File: src/rtl/sram_arb_pkg.sv
// Shared types and widths for the unified instruction/data SRAM arbiter.
// Holds the read-data owner encoding and the fixed word/byte-enable widths.
package sram_arb_pkg;

   localparam int WORD_W = 32;
   localparam int BE_W   = 4;

   typedef enum logic [1:0] {
      OWN_NONE = 2'd0,
      OWN_IF   = 2'd1,
      OWN_DM   = 2'd2
   } owner_e;

endpackage

File: src/rtl/arb_starve_cnt.sv
// Saturating refusal counter for the fetch port; hit flags that the count
// has reached max so the arbiter can hand the next contended cycle to fetch.
module arb_starve_cnt #(
   parameter int CNT_W = 3
) (
   input  logic             clk,
   input  logic             rst,
   input  logic             inc,
   input  logic             clr,
   input  logic [CNT_W-1:0] max,
   output logic             hit
);

   logic [CNT_W-1:0] r_cnt;

   always_ff @(posedge clk or posedge rst) begin
      if (rst) begin
         r_cnt <= '0;
      end else if (clr) begin
         r_cnt <= '0;
      end else if (inc && (r_cnt != max)) begin
         r_cnt <= r_cnt + 1'b1;
      end
   end

   assign hit = (r_cnt == max);

endmodule

File: src/rtl/sram_arbiter.sv
// Arbitrates one single-port SRAM between instruction fetch and data memory.
// Define SRAM_ARB_STARVE_GUARD_EN to build the fetch starvation guard.
module sram_arbiter
   import sram_arb_pkg::*;
#(
   parameter int ADDR_W     = 16,
   parameter int DATA_W     = 32,
   parameter int STARVE_MAX = 4
) (
   input  logic              clk,
   input  logic              rst,
   input  logic              if_req,
   input  logic [ADDR_W-1:0] if_addr,
   output logic              if_gnt,
   output logic              if_rvalid,
   output logic [DATA_W-1:0] if_rdata,
   input  logic              dm_req,
   input  logic [ADDR_W-1:0] dm_addr,
   input  logic [BE_W-1:0]   dm_w_en,
   input  logic [DATA_W-1:0] dm_wdata,
   output logic              dm_gnt,
   output logic              dm_rvalid,
   output logic [DATA_W-1:0] dm_rdata,
   output logic [ADDR_W-1:0] mem_addr,
   output logic [BE_W-1:0]   mem_w_en,
   output logic [DATA_W-1:0] mem_wdata,
   input  logic [DATA_W-1:0] mem_rdata,
   output logic              stall_req
);

   logic   w_force_if;
   owner_e r_owner;
   owner_e w_owner_nxt;

`ifdef SRAM_ARB_STARVE_GUARD_EN
   localparam int CNT_W = (STARVE_MAX < 2) ? 1 : $clog2(STARVE_MAX + 1);
   localparam logic [CNT_W-1:0] MAX_V = CNT_W'(STARVE_MAX);

   logic w_hit;

   arb_starve_cnt #(
      .CNT_W (CNT_W)
   ) u_starve_cnt (
      .clk (clk),
      .rst (rst),
      .inc (if_req & ~if_gnt),
      .clr (~if_req | if_gnt),
      .max (MAX_V),
      .hit (w_hit)
   );

   assign w_force_if = w_hit;
`else
   assign w_force_if = 1'b0;
`endif

   // hit is a registered compare, so feeding if_gnt back into the counter is loop-free
   assign if_gnt    = if_req & (~dm_req | w_force_if);
   assign dm_gnt    = dm_req & ~(if_req & w_force_if);
   assign stall_req = (if_req & ~if_gnt) | (dm_req & ~dm_gnt);

   always_comb begin
      mem_addr  = '0;
      mem_w_en  = '0;
      mem_wdata = '0;
      if (dm_gnt) begin
         mem_addr  = dm_addr;
         mem_w_en  = dm_w_en;
         mem_wdata = dm_wdata;
      end else if (if_gnt) begin
         mem_addr  = if_addr;
      end
   end

   always_comb begin
      w_owner_nxt = OWN_NONE;
      if (if_gnt) begin
         w_owner_nxt = OWN_IF;
      end else if (dm_gnt && (dm_w_en == '0)) begin
         w_owner_nxt = OWN_DM;
      end
   end

   always_ff @(posedge clk or posedge rst) begin
      if (rst) begin
         r_owner <= OWN_NONE;
      end else begin
         r_owner <= w_owner_nxt;
      end
   end

   assign if_rvalid = (r_owner == OWN_IF);
   assign dm_rvalid = (r_owner == OWN_DM);
   assign if_rdata  = if_rvalid ? mem_rdata : '0;
   assign dm_rdata  = dm_rvalid ? mem_rdata : '0;

endmodule

File: config.mk
export PLATFORM = sky130hd
export DESIGN_NAME = sram_arbiter
export DESIGN_NICKNAME = d
export VERILOG_FILES = /design/src/rtl/sram_arb_pkg.sv /design/src/rtl/arb_starve_cnt.sv /design/src/rtl/sram_arbiter.sv
export SDC_FILE = /design/constraint.sdc
export NUM_CORES = 1
export LEC_CHECK = 0
export CORE_AREA = 4 4 85 87
export CTS_BUF_LIST = sky130_fd_sc_hd__clkbuf_8 sky130_fd_sc_hd__clkbuf_16
export DETAILED_ROUTE_END_ITERATION = 8
export DIE_AREA = 0 0 89 91
export PLACE_DENSITY = 0.71
export SYNTH_ARGS = -nofsm -noshare
export SYNTH_HDL_FRONTEND = slang
export SYNTH_HIERARCHICAL = 1
export SYNTH_SLANG_ARGS = --single-unit
export TNS_END_PERCENT = 30
File: constraint.sdc
create_clock -name clk -period 1.3 [get_ports clk]
set_input_delay 0.195 -clock clk [delete_from_list [all_inputs] [get_ports clk]]
set_output_delay 0.195 -clock clk [all_outputs]
set_load 0.02 [all_outputs]
# Word-level counts from Yosys, hierarchy flattened

Cells that the tools add are included.
W data, S select, Z words.

Eq/ne operators: 2
Muxes and demuxes: 8
Bitwise operators: 4
Reductions and logical operators: 2

Operators with widths:

| operator             | number |
|---|---|
| $mux W32             | 3 |
| $mux W16             | 2 |
| $logic_not A4 Y1     | 1 |
| $mux W2              | 2 |
| $mux W4              | 1 |
| $and A1 B1 Y1        | 2 |
| $eq A2 B1 Y1 const B | 1 |
| $eq A2 B2 Y1 const B | 1 |
| $not A1 Y1           | 2 |
| $logic_and A1 B1 Y1  | 1 |

Bits in registers: 2
Input port bits: 104
Logic and storage cells: 17
Output and inout port bits: 121

# Depth between registers and ports, before layout

Word-level depth: 4
Depth in mapped cells: 5
Gate-level depth less buffers: 2

# Worst setup path before layout

OpenSTA, ideal clock, no wires.

Path type: register to output
Start: reg r_owner[0]
End: out dm_rdata[18]
Setup slack: 0.047 ns
Data required time: 1.105 ns
Arrival: 1.058 ns
Stages on the path, launching flop included: 4
Cell sequence: dfrtp_1 > and2b_1 > buf_2 > and2_1

Word-level cells in the longest chain between the ends: 2

RTL lines:

| item                   | RTL line           | text |
|---|---|---|
| from (decl)            | sram_arbiter.sv:32 | `owner_e r_owner;` |
| from (signal assigned) | sram_arbiter.sv:88 | `r_owner <= w_owner_nxt;` |
| $eq A2 B2 Y1           | sram_arbiter.sv:93 | `assign dm_rvalid = (r_owner == OWN_DM);` |
| named net dm_rvalid    | sram_arbiter.sv:22 | `output logic dm_rvalid,` |
| $mux W32               | sram_arbiter.sv:95 | `assign dm_rdata = dm_rvalid ? mem_rdata : '0;` |
| to (decl)              | sram_arbiter.sv:23 | `output logic [DATA_W-1:0] dm_rdata,` |

The timed path passes the listed nets, and every way through them passes these cells.

# Worst setup path in the final report

Start: reg r_owner[1]
End: out if_rdata[6]

Word-level cells in the longest chain between the ends: 2

RTL lines:

| item         | RTL line           | text |
|---|---|---|
| $eq A2 B1 Y1 | sram_arbiter.sv:92 | `assign if_rvalid = (r_owner == OWN_IF);` |
| $mux W32     | sram_arbiter.sv:94 | `assign if_rdata = if_rvalid ? mem_rdata : '0;` |
| to (decl)    | sram_arbiter.sv:16 | `output logic [DATA_W-1:0] if_rdata,` |

Every way passes these cells.

==> impl_metrics.env <==
export IMPL_synthFlopType="dfrtp_1"
export IMPL_async_reset_ff_frac=1.00
export IMPL_hold_viol=0
export IMPL_p_leak_nw=1.62
export IMPL_finalNonFillerCells=441
export IMPL_grt_usage=0.139
export IMPL_synth_nets=244
export IMPL_slew_viol_final=0
export IMPL_synth_commonest_cells="and2_1, a22o_1, clkbuf_1, clkbuf_2"
export IMPL_max_cap_violations=0
export IMPL_fp_dieW_um=89
export IMPL_place_congestion=0.709
export IMPL_route_detailed_drc=0
export IMPL_slowest_delay_ps=350
export IMPL_cp_max_fo=17
export IMPL_clk_pin_slew_ps=30
export IMPL_cts_buffer_depth=2
export IMPL_drive_gt1_frac=0.382
export IMPL_cp_top_family="simple AND/OR/NAND/NOR gates"
export IMPL_regMostFlops="r_owner"
export IMPL_biggestRegsByFlops="r_owner x2"
export IMPL_synth_area_per_cell_sq_um=6.85
export IMPL_hold_path_class="in2async"
export IMPL_status="finished, violations left"
export IMPL_cp_start_kind="flop"
export IMPL_period_share=1.12
export IMPL_fin_crit_ps=1450
export IMPL_antenna_found_initial=0
export IMPL_ys_types=12
export IMPL_io_pins=225
export IMPL_cts_tree="done"
export IMPL_via_per_inst=4.09
export IMPL_ys_top_cells_by_area="and2_1, a22o_1, dfrtp_1, buf_6, clkbuf_2"
export IMPL_coreArea_sq_um=6350
export IMPL_fin_nets=470
export IMPL_synth_edff_count=0
export IMPL_wirelength_um=6340
export IMPL_drt_iter0_drc=7
export IMPL_port_buffers=224
export IMPL_worst_setup_path_type="reg2out"
export IMPL_synth_warnings=6
export IMPL_dp_cells=433
export IMPL_relSlewSlack=0.844
export IMPL_cts_buffers=3
export IMPL_wire_per_inst_um=14.4
export IMPL_critical_path_required_ps=1110
export IMPL_largest_register_ffs=2
export IMPL_mappedNetlistArea_sq_um=958
export IMPL_crit_path_top_delay_cell="dfrtp_1"
export IMPL_tightest_slew_ps=232
export IMPL_die_area_sq_um=8100
export IMPL_fillers=619
export IMPL_diodes=0
export IMPL_cts_sinks=2
export IMPL_hold_slack_ps=138
export IMPL_failed_checks="setup timing"
export IMPL_total_power_mw=1.33
export IMPL_grt_overflow=0
export IMPL_root_buffer="clkbuf_8"
export IMPL_netlist_instances=140
export IMPL_final_core_util=0.543
export IMPL_synth_largest_area_cell="and2_1"
export IMPL_cts_max_level=1
export IMPL_vias=1803
export IMPL_die_y_um=91
export IMPL_critPathBufInv=2
export IMPL_grt_pass1_wl_um=8990
export IMPL_cts_hold_buffers=0
export IMPL_dr_pass1_iters=4
export IMPL_worstPathArrival_ps=1250
export IMPL_max_freq_ghz=0.690
export IMPL_ir_drop_mv=0.201
export IMPL_synth_seq_cells=2
export IMPL_end_kind="output pin"
export IMPL_postRouteAntennaNets=0
export IMPL_finalSetupViolCount=66
export IMPL_hpwl_um=5270
export IMPL_first_global_vias=1823
export IMPL_tns_ps=-8630
export IMPL_worst_slack_ps=-150
export IMPL_crit_chain="and2b_2 -> buf_12 -> and2_1 -> buf_6"
export IMPL_fp_row_count=29
export IMPL_grt_setup_unrepaired="true"
export IMPL_floorplan_initialDensity=0.151
export IMPL_yosysMostFrequentCell="and2_1"
export IMPL_p_per_area_nw_per_um2=387
export IMPL_grt_max_degree=34
export IMPL_ys_seq_area_frac=0.0522
export IMPL_synth_top_area_frac=0.666
export IMPL_area_growth_pct=260
==> per-layer routing <==
layer / track usage / vias up / wire length (um)
met5: 0 / - / 0
met4: 0.0385 / 0 / 86
met3: 0.0615 / 7 / 1090
met2: 0.283 / 137 / 3450
met1: 0.115 / 761 / 1720
li1: - / 898 / -
==> placed cells by master, fill, tap and decap left out, drive strengths merged, types with 2 or more instances in the layout <==
| cell type | netlist | final |
|---|---|---|
| dlygate4sd2 | 0 | 4 |
| and2 | 102 | 102 |
| clkdlybuf4s50 | 0 | 102 |
| buf | 7 | 94 |
| and2b | 2 | 2 |
| clkbuf | 8 | 15 |
| a22o | 16 | 16 |
| clkdlybuf4s15 | 0 | 23 |
| dfrtp | 2 | 2 |
==> through the flow <==
| stage | worst slack, ps | area, sq um |
|---|---|---|
| 3_3_place_gp | -751 | 3300 |
| 4_1_cts | -262 | 3380 |
| 2_1_floorplan | 47.2 | 958 |
| 3_5_place_dp | -761 | 3300 |
| 5_1_grt | -217 | 3450 |
| 6_report | -150 | 3450 |
==> path summary, 6_finish.rpt <==
path,startpoint,endpoint,depth (start not counted)
setup / recovery,r_owner[1],if_rdata[6],4
hold / removal,rst,r_owner[1],2
max in group asynchronous,rst,r_owner[0],2
min in group clk,if_req,r_owner[0],4
==> where the power goes <==
part / switching, mW / total (mW) / internal [mW] / leakage, nW
Clock: 0.0495 / 0.245 / 0.196 / 0.0216
Combinational: 0.409 / 1.02 / 0.613 / 1.57
Sequential: 0.000772 / 0.0656 / 0.0649 / 0.0267
==> cell families after synthesis <==
| family | synth area share |
|---|---|
| buf+inv | 0.0992 |
| compound gates | 0.146 |
| flops | 0.0522 |
| simple gates | 0.702 |
==> area by class of cell <==
type                            count  area (sq um)  share of cell area
Timing Repair Buffer              236          2380               0.689
Clock buffer                        3          41.3              0.0120
Tap cell                           77          96.3              0.0279
Inverter                            1          3.75             0.00109
Sequential cell                     2          50.0              0.0145
Multi-Input combinational cell    122           880               0.255
==> repair_timing <==
action	CTS	global route
pin swaps	5	4
gates resized for setup	514	79
cloned	3	0
buffers inserted	3	0
endpoints found under the setup margin	121	103
endpoints found under the hold margin	0	0
No activity file was read; power rests on OpenSTA's default activity.
